==> src/rtl/switch_regs_pkg.sv <==
// Shared definitions for the switch configuration register banks.
//   dec_state_t        : bus-transaction state of a register-bank decoder
//   *_BASE / *_N_REGS  : address window of every bank on the switch config bus.
// Each window is [BASE, BASE+N_REGS). The windows must stay disjoint, because
// a bank that does not own an address stays silent and leaves the response to
// the owning bank.
package switch_regs_pkg;

  typedef enum logic [1:0] {
    IDLE     = 2'd0,
    RESP     = 2'd1,
    WAIT_REL = 2'd2
  } dec_state_t;

  // Switch bank address map (8-bit config bus)
  localparam logic [7:0] SW_GLOBAL_BASE   = 8'h10;
  localparam int         SW_GLOBAL_N_REGS = 4;
  localparam logic [7:0] PORT_CFG_BASE    = 8'h20;
  localparam int         PORT_CFG_N_REGS  = 16;
  localparam logic [7:0] STATS_BASE       = 8'h40;
  localparam int         STATS_N_REGS     = 32;

  // True when two windows [base_a, base_a+n_a) and [base_b, base_b+n_b) do not overlap.
  function automatic bit windows_disjoint(input int base_a, input int n_a,
                                          input int base_b, input int n_b);
    return ((base_a + n_a) <= base_b) || ((base_b + n_b) <= base_a);
  endfunction

endpackage

==> src/rtl/reg_addr_match.sv <==
// Combinational address-window compare for a register bank.
//   sel_en : bus request valid
//   addr   : bus address
//   hit    : request targets [BASE_ADDR, BASE_ADDR+N_REGS)
//   idx    : addr - BASE_ADDR at full address width (meaningful only with hit)
module reg_addr_match #(
  parameter int                    ADDR_WIDTH = 8,
  parameter logic [ADDR_WIDTH-1:0] BASE_ADDR  = '0,
  parameter int                    N_REGS     = 4
) (
  input  logic                  sel_en,
  input  logic [ADDR_WIDTH-1:0] addr,
  output logic                  hit,
  output logic [ADDR_WIDTH-1:0] idx
);

  // The upper bound may equal 2**ADDR_WIDTH, so it needs one extra bit.
  localparam logic [ADDR_WIDTH:0] UPPER =
    (ADDR_WIDTH+1)'(BASE_ADDR) + (ADDR_WIDTH+1)'(N_REGS);

  logic [ADDR_WIDTH:0] diff;
  logic                above_base;
  logic                below_top;

  // A borrow out of the widened subtraction means addr < BASE_ADDR.
  assign diff       = {1'b0, addr} - {1'b0, BASE_ADDR};
  assign above_base = ~diff[ADDR_WIDTH];
  assign below_top  = ({1'b0, addr} < UPPER);
  assign hit        = sel_en && above_base && below_top;
  assign idx        = diff[ADDR_WIDTH-1:0];

endmodule

==> src/rtl/reg_bank_decoder.sv <==
// Register-bank decoder for the switch config bus.
// Claims N_REGS addresses starting at BASE_ADDR. Every transaction that hits
// the window gets exactly one single-cycle ack. A write to a read-write register
// also gets a one-hot write strobe. A write to a read-only register gets err.
//   clk, rst_n   : clock, asynchronous active-low reset
//   sel_en       : request valid, held by the master until it sees ack
//   wr_rd_s      : 1 = write, 0 = read
//   addr, wdata  : bus address / write data
//   reg_rd_data  : flattened register contents, reg i at [i*DATA_WIDTH +: DATA_WIDTH]
//   wr_en        : one-hot write strobe (registered)
//   wr_data      : registered write data, valid with wr_en, held otherwise
//   rd_data      : read data, non-zero only while ack=1
//   ack, err     : transaction done / illegal write (err only with ack)
module reg_bank_decoder
  import switch_regs_pkg::*;
#(
  parameter int                    ADDR_WIDTH = 8,
  parameter int                    DATA_WIDTH = 8,
  parameter logic [ADDR_WIDTH-1:0] BASE_ADDR  = '0,
  parameter int                    N_REGS     = 4,
  parameter logic [N_REGS-1:0]     RO_MASK    = '0
) (
  input  logic                         clk,
  input  logic                         rst_n,
  input  logic                         sel_en,
  input  logic                         wr_rd_s,
  input  logic [ADDR_WIDTH-1:0]        addr,
  input  logic [DATA_WIDTH-1:0]        wdata,
  input  logic [N_REGS*DATA_WIDTH-1:0] reg_rd_data,
  output logic [N_REGS-1:0]            wr_en,
  output logic [DATA_WIDTH-1:0]        wr_data,
  output logic [DATA_WIDTH-1:0]        rd_data,
  output logic                         ack,
  output logic                         err
);

  logic                  hit;
  logic [ADDR_WIDTH-1:0] idx;

  reg_addr_match #(
    .ADDR_WIDTH (ADDR_WIDTH),
    .BASE_ADDR  (BASE_ADDR),
    .N_REGS     (N_REGS)
  ) u_addr_match (
    .sel_en (sel_en),
    .addr   (addr),
    .hit    (hit),
    .idx    (idx)
  );

  // Decode idx once into a one-hot vector. The strobe, the read-only lookup and
  // the read mux all come from it, so wr_en cannot be multi-hot.
  logic [N_REGS-1:0]     idx_onehot;
  logic [DATA_WIDTH-1:0] rd_mux;
  logic                  ro_sel;

  always_comb begin
    idx_onehot = '0;
    rd_mux     = '0;
    for (int i = 0; i < N_REGS; i++) begin
      if (idx == ADDR_WIDTH'(i)) begin
        idx_onehot[i] = 1'b1;
        rd_mux        = reg_rd_data[i*DATA_WIDTH +: DATA_WIDTH];
      end
    end
  end

  assign ro_sel = |(idx_onehot & RO_MASK);

  dec_state_t            state, state_nxt;
  logic [N_REGS-1:0]     wr_en_nxt;
  logic [DATA_WIDTH-1:0] wr_data_nxt;
  logic [DATA_WIDTH-1:0] rd_data_nxt;
  logic                  ack_nxt;
  logic                  err_nxt;

  always_comb begin
    state_nxt   = state;
    wr_en_nxt   = '0;
    wr_data_nxt = wr_data;
    rd_data_nxt = '0;
    ack_nxt     = 1'b0;
    err_nxt     = 1'b0;
    case (state)
      IDLE: begin
        if (hit) begin
          state_nxt = RESP;
          ack_nxt   = 1'b1;
          if (wr_rd_s) begin
            if (ro_sel) begin
              err_nxt = 1'b1;
            end else begin
              wr_en_nxt   = idx_onehot;
              wr_data_nxt = wdata;
            end
          end else begin
            rd_data_nxt = rd_mux;
          end
        end
      end
      RESP: begin
        state_nxt = WAIT_REL;
      end
      WAIT_REL: begin
        // The master still holds its request after the ack. Wait for it to drop
        // so that one held request cannot be decoded twice.
        if (!sel_en) begin
          state_nxt = IDLE;
        end
      end
      default: begin
        state_nxt = IDLE;
      end
    endcase
  end

  // ---- registered state and outputs ----
  always_ff @(posedge clk or negedge rst_n) begin
    if (!rst_n) begin
      state   <= IDLE;
      wr_en   <= '0;
      wr_data <= '0;
      rd_data <= '0;
      ack     <= 1'b0;
      err     <= 1'b0;
    end else begin
      state   <= state_nxt;
      wr_en   <= wr_en_nxt;
      wr_data <= wr_data_nxt;
      rd_data <= rd_data_nxt;
      ack     <= ack_nxt;
      err     <= err_nxt;
    end
  end

endmodule
==> config.mk <==
export PLATFORM = sky130hd
export DESIGN_NAME = reg_bank_decoder
export DESIGN_NICKNAME = d
export VERILOG_FILES = /design/src/rtl/switch_regs_pkg.sv /design/src/rtl/reg_addr_match.sv /design/src/rtl/reg_bank_decoder.sv
export SDC_FILE = /design/constraint.sdc
export NUM_CORES = 1
export LEC_CHECK = 0
export CELL_PAD_IN_SITES_DETAIL_PLACEMENT = 2
export CELL_PAD_IN_SITES_GLOBAL_PLACEMENT = 2
export CORE_MARGIN = 1.5
export CORE_UTILIZATION = 20
export DETAILED_ROUTE_END_ITERATION = 8
export GPL_TIMING_DRIVEN = 0
export PLACE_DENSITY = 0.82
export SLEW_MARGIN = 10
export SYNTH_ARGS = -nofsm -noshare
export SYNTH_HDL_FRONTEND = slang
export SYNTH_HIERARCHICAL = 1
export SYNTH_SLANG_ARGS = --single-unit
==> constraint.sdc <==
create_clock -name clk -period 1.33 [get_ports clk]
set_clock_uncertainty 0.05 [all_clocks]
set_input_delay 0.266 -clock clk [delete_from_list [all_inputs] [get_ports clk]]
set_output_delay 0.266 -clock clk [all_outputs]
set_load 0.01 [all_outputs]
# Yosys cells after proc, flatten, opt, wreduce, memory -nomap -nowiden
# Index checks and enable logic that the tools add are counted.
# op_classes
magnitude_cmp	1
eq_ne	7
n_mux	19
reduce_logical	5
# op_table
operator	count
2-to-1 mux 8 bit	7
equality test 8 x 2 -> 1 bit, second input constant	2
2-to-1 mux 4 bit	3
equality test 8 x 1 -> 1 bit, second input constant	1
zero test 8 bit	1
less-than comparator 8 x 3 -> 1 bit, second input constant	1
2-to-1 mux 1 bit	6
case mux 2 bit (3 select lines)	1
2-to-1 mux 2 bit	2
inequality test 2 bit, second input constant	2
AND reduction 3 bit	1
equality test 2 x 1 -> 1 bit, second input constant	1
equality test 2 bit, second input constant	1
zero test 2 bit	1
AND reduction 2 bit	1
logical AND 1 bit	1
# word_totals
ff_bits	23
input_bits	52
out_inout_bits	22

# Depth between registers and ports, before layout
# Gate-level depths: netlist (run 1).
# depth
word_depth	8
ltp_mapped	5

# Modules after synthesis
# Netlist (run 1), hierarchy kept.
# modules_own_cells
mod	instances	cells_each	area_each_um2	seq_area_each_um2
reg_bank_decoder	1	70	1094.8	575.6
reg_addr_match	1	10	82.6	0.0

# Least setup slack after synthesis (run 1)
# OpenSTA, ideal clock, no wires.
# synth_path
path_kind	input port to flip-flop
startpoint	input port addr[5]
endpoint	register wr_data[1]
setup_ns	0.125
t_arrival_ns	1.734
required_ns	1.155
path_slack_ns	-0.578
cell_stages	5
cell_sequence	or4b_1 -> nor4_2 -> and4bb_2 -> buf_6 -> mux2_2
# synth_between
elab_chain_len	3
# synth_lines
element	line	rtl
start, declared	reg_bank_decoder.sv:27	input logic [ADDR_WIDTH-1:0] addr,
less-than comparator 8 x 3 -> 1 bit	reg_addr_match.sv:28	assign below_top = ({1'b0, addr} < UPPER);
logical AND 1 bit	reg_addr_match.sv:29	assign hit = sel_en && above_base && below_top;
via hit	reg_bank_decoder.sv:37	logic hit;
AND reduction 3 bit (no line)	-	
end signal, assigned	reg_bank_decoder.sv:129	wr_data <= wr_data_nxt;
end, declared	reg_bank_decoder.sv:31	output logic [DATA_WIDTH-1:0] wr_data,
# The timed path passes the listed nets, and every way through them passes these cells.
# A chain may end at the register's enable or synchronous reset.

# Worst setup path after layout (run 1)
# layout_path
startpoint	input port addr[2]
endpoint	register wr_data[3]
# The elaborated chain is that of the path after synthesis.

==> flow_metrics.env, run 1 <==
export IMPL_cts_sinks=23
export IMPL_worstMarginPinSlew_ns=1.04
export IMPL_ys_flop_type="dfrtp_1"
export IMPL_slew_headroom=0.303
export IMPL_clk_latency_ns=0.26
export IMPL_critical_path_max_fanout=7
export IMPL_cp_end_kind="flip-flop"
export IMPL_diodes=0
export IMPL_crit_path_cell_trace="buf_6 > or4b_4 > nor4_4 > and4bb_2 > buf_6 > mux2_4"
export IMPL_ys_ff_latch=23
export IMPL_fmax_ghz=0.582
export IMPL_io_buffers=70
export IMPL_p_total_mw=1.48
export IMPL_grt_max_degree=24
export IMPL_avgViaCountPerCell=4.32
export IMPL_core_um2=5610
export IMPL_hold_path_class="input port to asynchronous set/reset pin"
export IMPL_rsz0062_at_grt="yes"
export IMPL_clock_path_buffers=2
export IMPL_power_leakage_nw=1.00
export IMPL_slew_violations=0
export IMPL_busiest_layer="met2"
export IMPL_ant_nets=0
export IMPL_start_util=0.210
export IMPL_row_count=27
export IMPL_cap_violations=0
export IMPL_cp_data_arrival_time_ns=1.81
export IMPL_grt_use_met3=0.0114
export IMPL_critPathKind="input port to flip-flop"
export IMPL_period_minus_slack_ns=1.72
export IMPL_ios=74
export IMPL_grt_use_met1=0.135
export IMPL_yosys_warnings=6
export IMPL_syn_avg_cell_area_um2=14.7
export IMPL_path_clk_slew_ns=0.08
export IMPL_dieArea_um2=6360
export IMPL_run_status="finished, violations left"
export IMPL_synthesis_area_um2=1180
export IMPL_crit_required_ns=1.42
export IMPL_synth_enable_flop_cells=0
export IMPL_drive_above_1_share=0.289
export IMPL_grt_pass1_wl_um=5890
export IMPL_max_stage_delay_ns=0.54
export IMPL_die_h_um=79.7
export IMPL_nets=212
export IMPL_netlist_area_leader_share=0.489
export IMPL_hold_viol=0
export IMPL_cts_root_buf="clkbuf_8"
export IMPL_ys_types=22
export IMPL_slowest_stage="or4b_4"
export IMPL_final_util=0.373
export IMPL_gp_congestion=0.695
export IMPL_dp_slack_ns=-1.25
export IMPL_hpwl_um=2850
export IMPL_syn2layout_area_growth_pct=77.6
export IMPL_max_vdd_ir_drop_mv=0.299
export IMPL_drt_iter0_drc=14
export IMPL_setup_violations=22
export IMPL_cp_common_cell="buf_6"
export IMPL_synthTopCellsByArea="dfrtp_1 (49%), mux4_2 (11%), and4_1 (8.9%)"
export IMPL_fin_crit_sh=1.29
export IMPL_finalWorstSetupSlack_ns=-0.389
export IMPL_violations="negative setup slack"
export IMPL_cts_tree="done"
export IMPL_numCtsBuffers=3
export IMPL_num_vias=999
export IMPL_cp_start_kind="input port"
export IMPL_ys_seq_area_frac=0.489
export IMPL_drt_pass1_iter_count=4
export IMPL_fin_tns_setup_ns=-7.00
export IMPL_wl_per_cell_um=15.5
export IMPL_drc=0
export IMPL_yosys_area_top_type="dfrtp_1"
export IMPL_powerDensity_nw_per_um2=709
export IMPL_cts_max_level=1
export IMPL_synth_fp_nets=132
export IMPL_grt_pass1_vias=1200
export IMPL_grtUsageMet2=0.237
export IMPL_antenna_found_initial=0
export IMPL_postSynthCellCount=80
export IMPL_async_flop_share=1.00
export IMPL_overflow=0
export IMPL_wirelength_um=3590
export IMPL_fp_dieW_um=79.7
export IMPL_track_usage=0.121
[Yosys cell counts, types with 2 or more instances]
cell type,count
mux2_2,8
mux4_2,6
buf_6,2
buf_4,9
dfrtp_1,23
mux4_1,2
nor3b_1,2
clkbuf_1,2
nor2_1,2
and4_1,12
[power by group]
| part | internal, mW | switching, mW |
|---|---|---|
| clock network | 0.213 | 0.206 |
| registers | 0.719 | 0.0123 |
| logic | 0.230 | 0.103 |
| total | 1.16 | 0.320 |
[metal layers]
metal | vias up | routed length [µm]
li1 | 458 | -
met1 | 484 | 1370
met2 | 57 | 1970
met3 | 0 | 243
met4 | 0 | 0
met5 | - | 0
[flip-flops by register name (all words and copies together) (netlist names)]
signal and flops:
ack 1, rd_data 8, state 2, wr_data 8, wr_en 4
[per-stage QoR]
step	hold WS, ns	instance area, µm²	instances
after floorplan	-0.0796	1180	80
after global placement	0.438	1970	222
after detailed placement	0.449	1970	222
after CTS	0.213	2080	231
after global routing	0.216	2090	231
final	0.135	2090	231
[layout by cell type, fill, tap and decap left out, types with 2 or more instances in the layout]
cell and instances:
clkdlybuf4s50_1 44, dfrtp_1 23, dlygate4sd2_1 21, buf_4 13
and4_1 12, mux4_2 6, mux2_4 6, buf_6 5
buf_2 3, clkbuf_8 3, nor2_1 2, clkbuf_1 2
mux4_1 2, mux2_2 2
[path summary, 6_finish.rpt]
check	from	endpoint	slack [ns]	cells past startpoint
worst max-delay path	addr[2]	wr_data[3]	-0.39	6
worst min-delay path	rst_n	wr_data[7]	0.13	1
worst max register to register	state[1]	wr_data[3]	-0.17	3
worst min register to register	wr_data[2]	wr_data[2]	0.46	1
max in group asynchronous	rst_n	wr_data[3]	0.47	1
min in group clk	sel_en	state[1]	0.22	3
[worst max-delay path, delay by kind of cell]
family	cells	cell delay [ns]
and+or+nand+nor	3	0.99
buffers and inverters	2	0.24
muxes	1	0.30
[area by class of cell]
class	instances	area [µm²]
Fill cell	582	3520
Timing Repair Buffer	75	711
Sequential cell	23	576
Multi-Input combinational cell	43	566
Buffer	14	104
Tap cell	72	90.1
Clock buffer	4	45.0
[cell families (layout without fill, tap and decap cells)]
group	Yosys count	in the layout	share of synthesized area
simple gates	25	25	0.176
buf+inv	14	93	0.0871
mux	17	17	0.244
flops	23	23	0.489
other cells	1	1	0.00319
[repair_timing]
item	4_1_cts	5_1_grt
pin swaps	3	2
setup buffers	5	0
hold buffers	0	0
setup endpoints to repair	43	45
resized for setup	52	4
No activity file was read; power rests on OpenSTA's default activity.
==> run 2: changes to the inputs <==
Settings changed: SKIP_LAST_GASP set to 1, SLEW_MARGIN 10 to 25.
==> run 2 against run 1 <==
  * Global-route usage is the same
  * Core utilization is essentially flat
  * The flow still finishes with violations (negative setup slack)
  * Clock-buffer cell count unchanged
  * Via count up 0.60%
  * Total power hardly changed
  * Largest power group unchanged
  * Critical path type unchanged
  * Design area increased by 0.12%
  * Combinational power about the same
  * Clock power about the same
  * Register-to-register slack is essentially flat
  * Cell count increased by 0.43%
==> flow_metrics.env, run 2 (synthesized netlist as in run 1, its figures left out) <==
export IMPL_run_status="finished, violations left"
export IMPL_violations="negative setup slack"
export IMPL_slowest_stage="or4b_4"
export IMPL_timing_hold_ws_ns=0.220
export IMPL_clock_path_buffers=2
export IMPL_fmax_ghz=0.582
export IMPL_drc=0
export IMPL_num_vias=1005
export IMPL_core_um2=5610
export IMPL_fillers=583
export IMPL_ios=74
export IMPL_reg2reg_depth=3
export IMPL_fin_crit_sh=1.29
export IMPL_ant_nets=0
export IMPL_wl_met1_um=1380
export IMPL_hpwl_um=2850
export IMPL_worst_r2r_setup_slack_ns=-0.17
export IMPL_final_util=0.373
export IMPL_drive_above_1_share=0.294
export IMPL_cap_violations=0
export IMPL_critPathLaunch="addr[2]"
export IMPL_nets=213
export IMPL_crit_path_end="wr_data[3]"
export IMPL_reg2reg_from="state[1]"
export IMPL_stdcell_count=232
export IMPL_rr_endpoint="wr_data[3]"
export IMPL_slew_violations=0
export IMPL_max_stage_delay_ns=0.54
export IMPL_cp_common_cell="buf_6"
export IMPL_cp_start_kind="input port"
export IMPL_wl_per_cell_um=15.5
export IMPL_grt_pass1_vias=1200
export IMPL_dieArea_um2=6360
export IMPL_path_clk_slew_ns=0.08
export IMPL_wirelength_um=3590
export IMPL_final_area_um2=2090
export IMPL_grt_pass1_wl_um=5890
export IMPL_finalWorstSetupSlack_ns=-0.388
export IMPL_critPathKind="input port to flip-flop"
export IMPL_cts_tree="done"
export IMPL_wl_met3_um=244
export IMPL_io_buffers=70
export IMPL_crit_required_ns=1.42
export IMPL_p_total_mw=1.48
export IMPL_grt_max_degree=24
export IMPL_final_common_cell="clkdlybuf4s50_1"
export IMPL_crit_path_cell_trace="buf_6 > or4b_4 > nor4_4 > and4bb_2 > buf_6 > mux2_4"
export IMPL_hold_viol=0
export IMPL_diodes=0
export IMPL_cp_end_kind="flip-flop"
export IMPL_hold_path_class="input port to flip-flop"
export IMPL_worstMarginPinSlew_ns=0.527
export IMPL_fp_dieW_um=79.7
export IMPL_period_minus_slack_ns=1.72
export IMPL_drt_pass1_iter_count=4
export IMPL_postPlaceCellArea_um2=1970
export IMPL_slew_headroom=0.649
export IMPL_setup_violations=22
export IMPL_largestRegisters="rd_data (8), wr_data (8), wr_en (4)"
export IMPL_clk_latency_ns=0.26
export IMPL_gp_congestion=0.695
export IMPL_final_cell_mix="clkdlybuf4s50_1 (44), dfrtp_1 (23), dlygate4sd2_1 (21)"
export IMPL_drt_iter0_drc=10
export IMPL_row_count=27
export IMPL_antenna_found_initial=0
export IMPL_power_leakage_nw=0.998
export IMPL_placed_cells=222
export IMPL_cts_root_buf="clkbuf_8"
export IMPL_syn2layout_area_growth_pct=77.8
export IMPL_cts_sinks=23
export IMPL_die_h_um=79.7
export IMPL_start_util=0.210
export IMPL_powerDensity_nw_per_um2=709
export IMPL_top_layer="met3"
export IMPL_rsz0062_at_grt="yes"
export IMPL_avgViaCountPerCell=4.33
export IMPL_critical_path_max_fanout=7
export IMPL_wl_met2_um=1970
export IMPL_cts_max_level=1
export IMPL_numCtsBuffers=3
export IMPL_cp_data_arrival_time_ns=1.81
export IMPL_overflow=0
export IMPL_max_vdd_ir_drop_mv=0.299
export IMPL_track_usage=0.121
## run 2: per-stage QoR
stage               setup slack [ns]  setup TNS (ns)
finish                        -0.388           -7.00
global route                  -0.413           -7.78
CTS                           -0.524           -9.71
detailed placement             -1.25          -31.05
global placement               -1.14          -27.22
floorplan                     -0.577           -8.88
## run 2: worst max-delay path: cells and delay by family
kind                   cells  cell delay [ns]
and+or+nand+nor            3             0.99
muxes                      1             0.30
buffers and inverters      2             0.24
## run 2: per-layer routing
layer,track usage,vias to the layer above
li1,-,460
met1,0.135,488
met2,0.237,57
met3,0.0114,0
met4,0.0368,0
met5,0,-
## run 2: repair_timing
item                                   4_1_cts  5_1_grt
setup endpoints to repair                   43       22
buffers inserted                             5        0
endpoints found under the hold margin        0       23
hold buffers                                 0        1
pin swaps                                    3        2
cloned                                       0        0
gates resized for setup                     52        3
## run 2: how the worst min path moves through the flow
stage / from / to / slack [ns] / cells after the start
5_1_grt: sel_en / state[1] / 0.23 / 3
3_5_place_dp: wr_data[3] / wr_data[3] / 0.45 / 1
6_report: sel_en / state[1] / 0.22 / 3
2_1_floorplan: rst_n / ack / -0.08 / 0
3_3_place_gp: wr_data[2] / wr_data[2] / 0.44 / 1
4_1_cts: sel_en / state[1] / 0.21 / 3
## run 2: where the power goes
| group | internal (mW) | total (mW) | leakage [nW] | switching, mW |
|---|---|---|---|---|
| combinational | 0.231 | 0.334 | 0.657 | 0.103 |
| clock | 0.213 | 0.419 | 0.0228 | 0.206 |
| sequential | 0.719 | 0.731 | 0.318 | 0.0123 |
| total | 1.16 | 1.48 | 0.998 | 0.321 |
## run 2: layout make-up
class                   instances  area [µm²]  share of cell area
plain buffers                  14         104              0.0496
clock buffers                   4        45.0              0.0215
multi-input cells              43         566               0.270
flip-flops and latches         23         576               0.275
well taps                      72        90.1              0.0430
repair buffers                 76         713               0.341
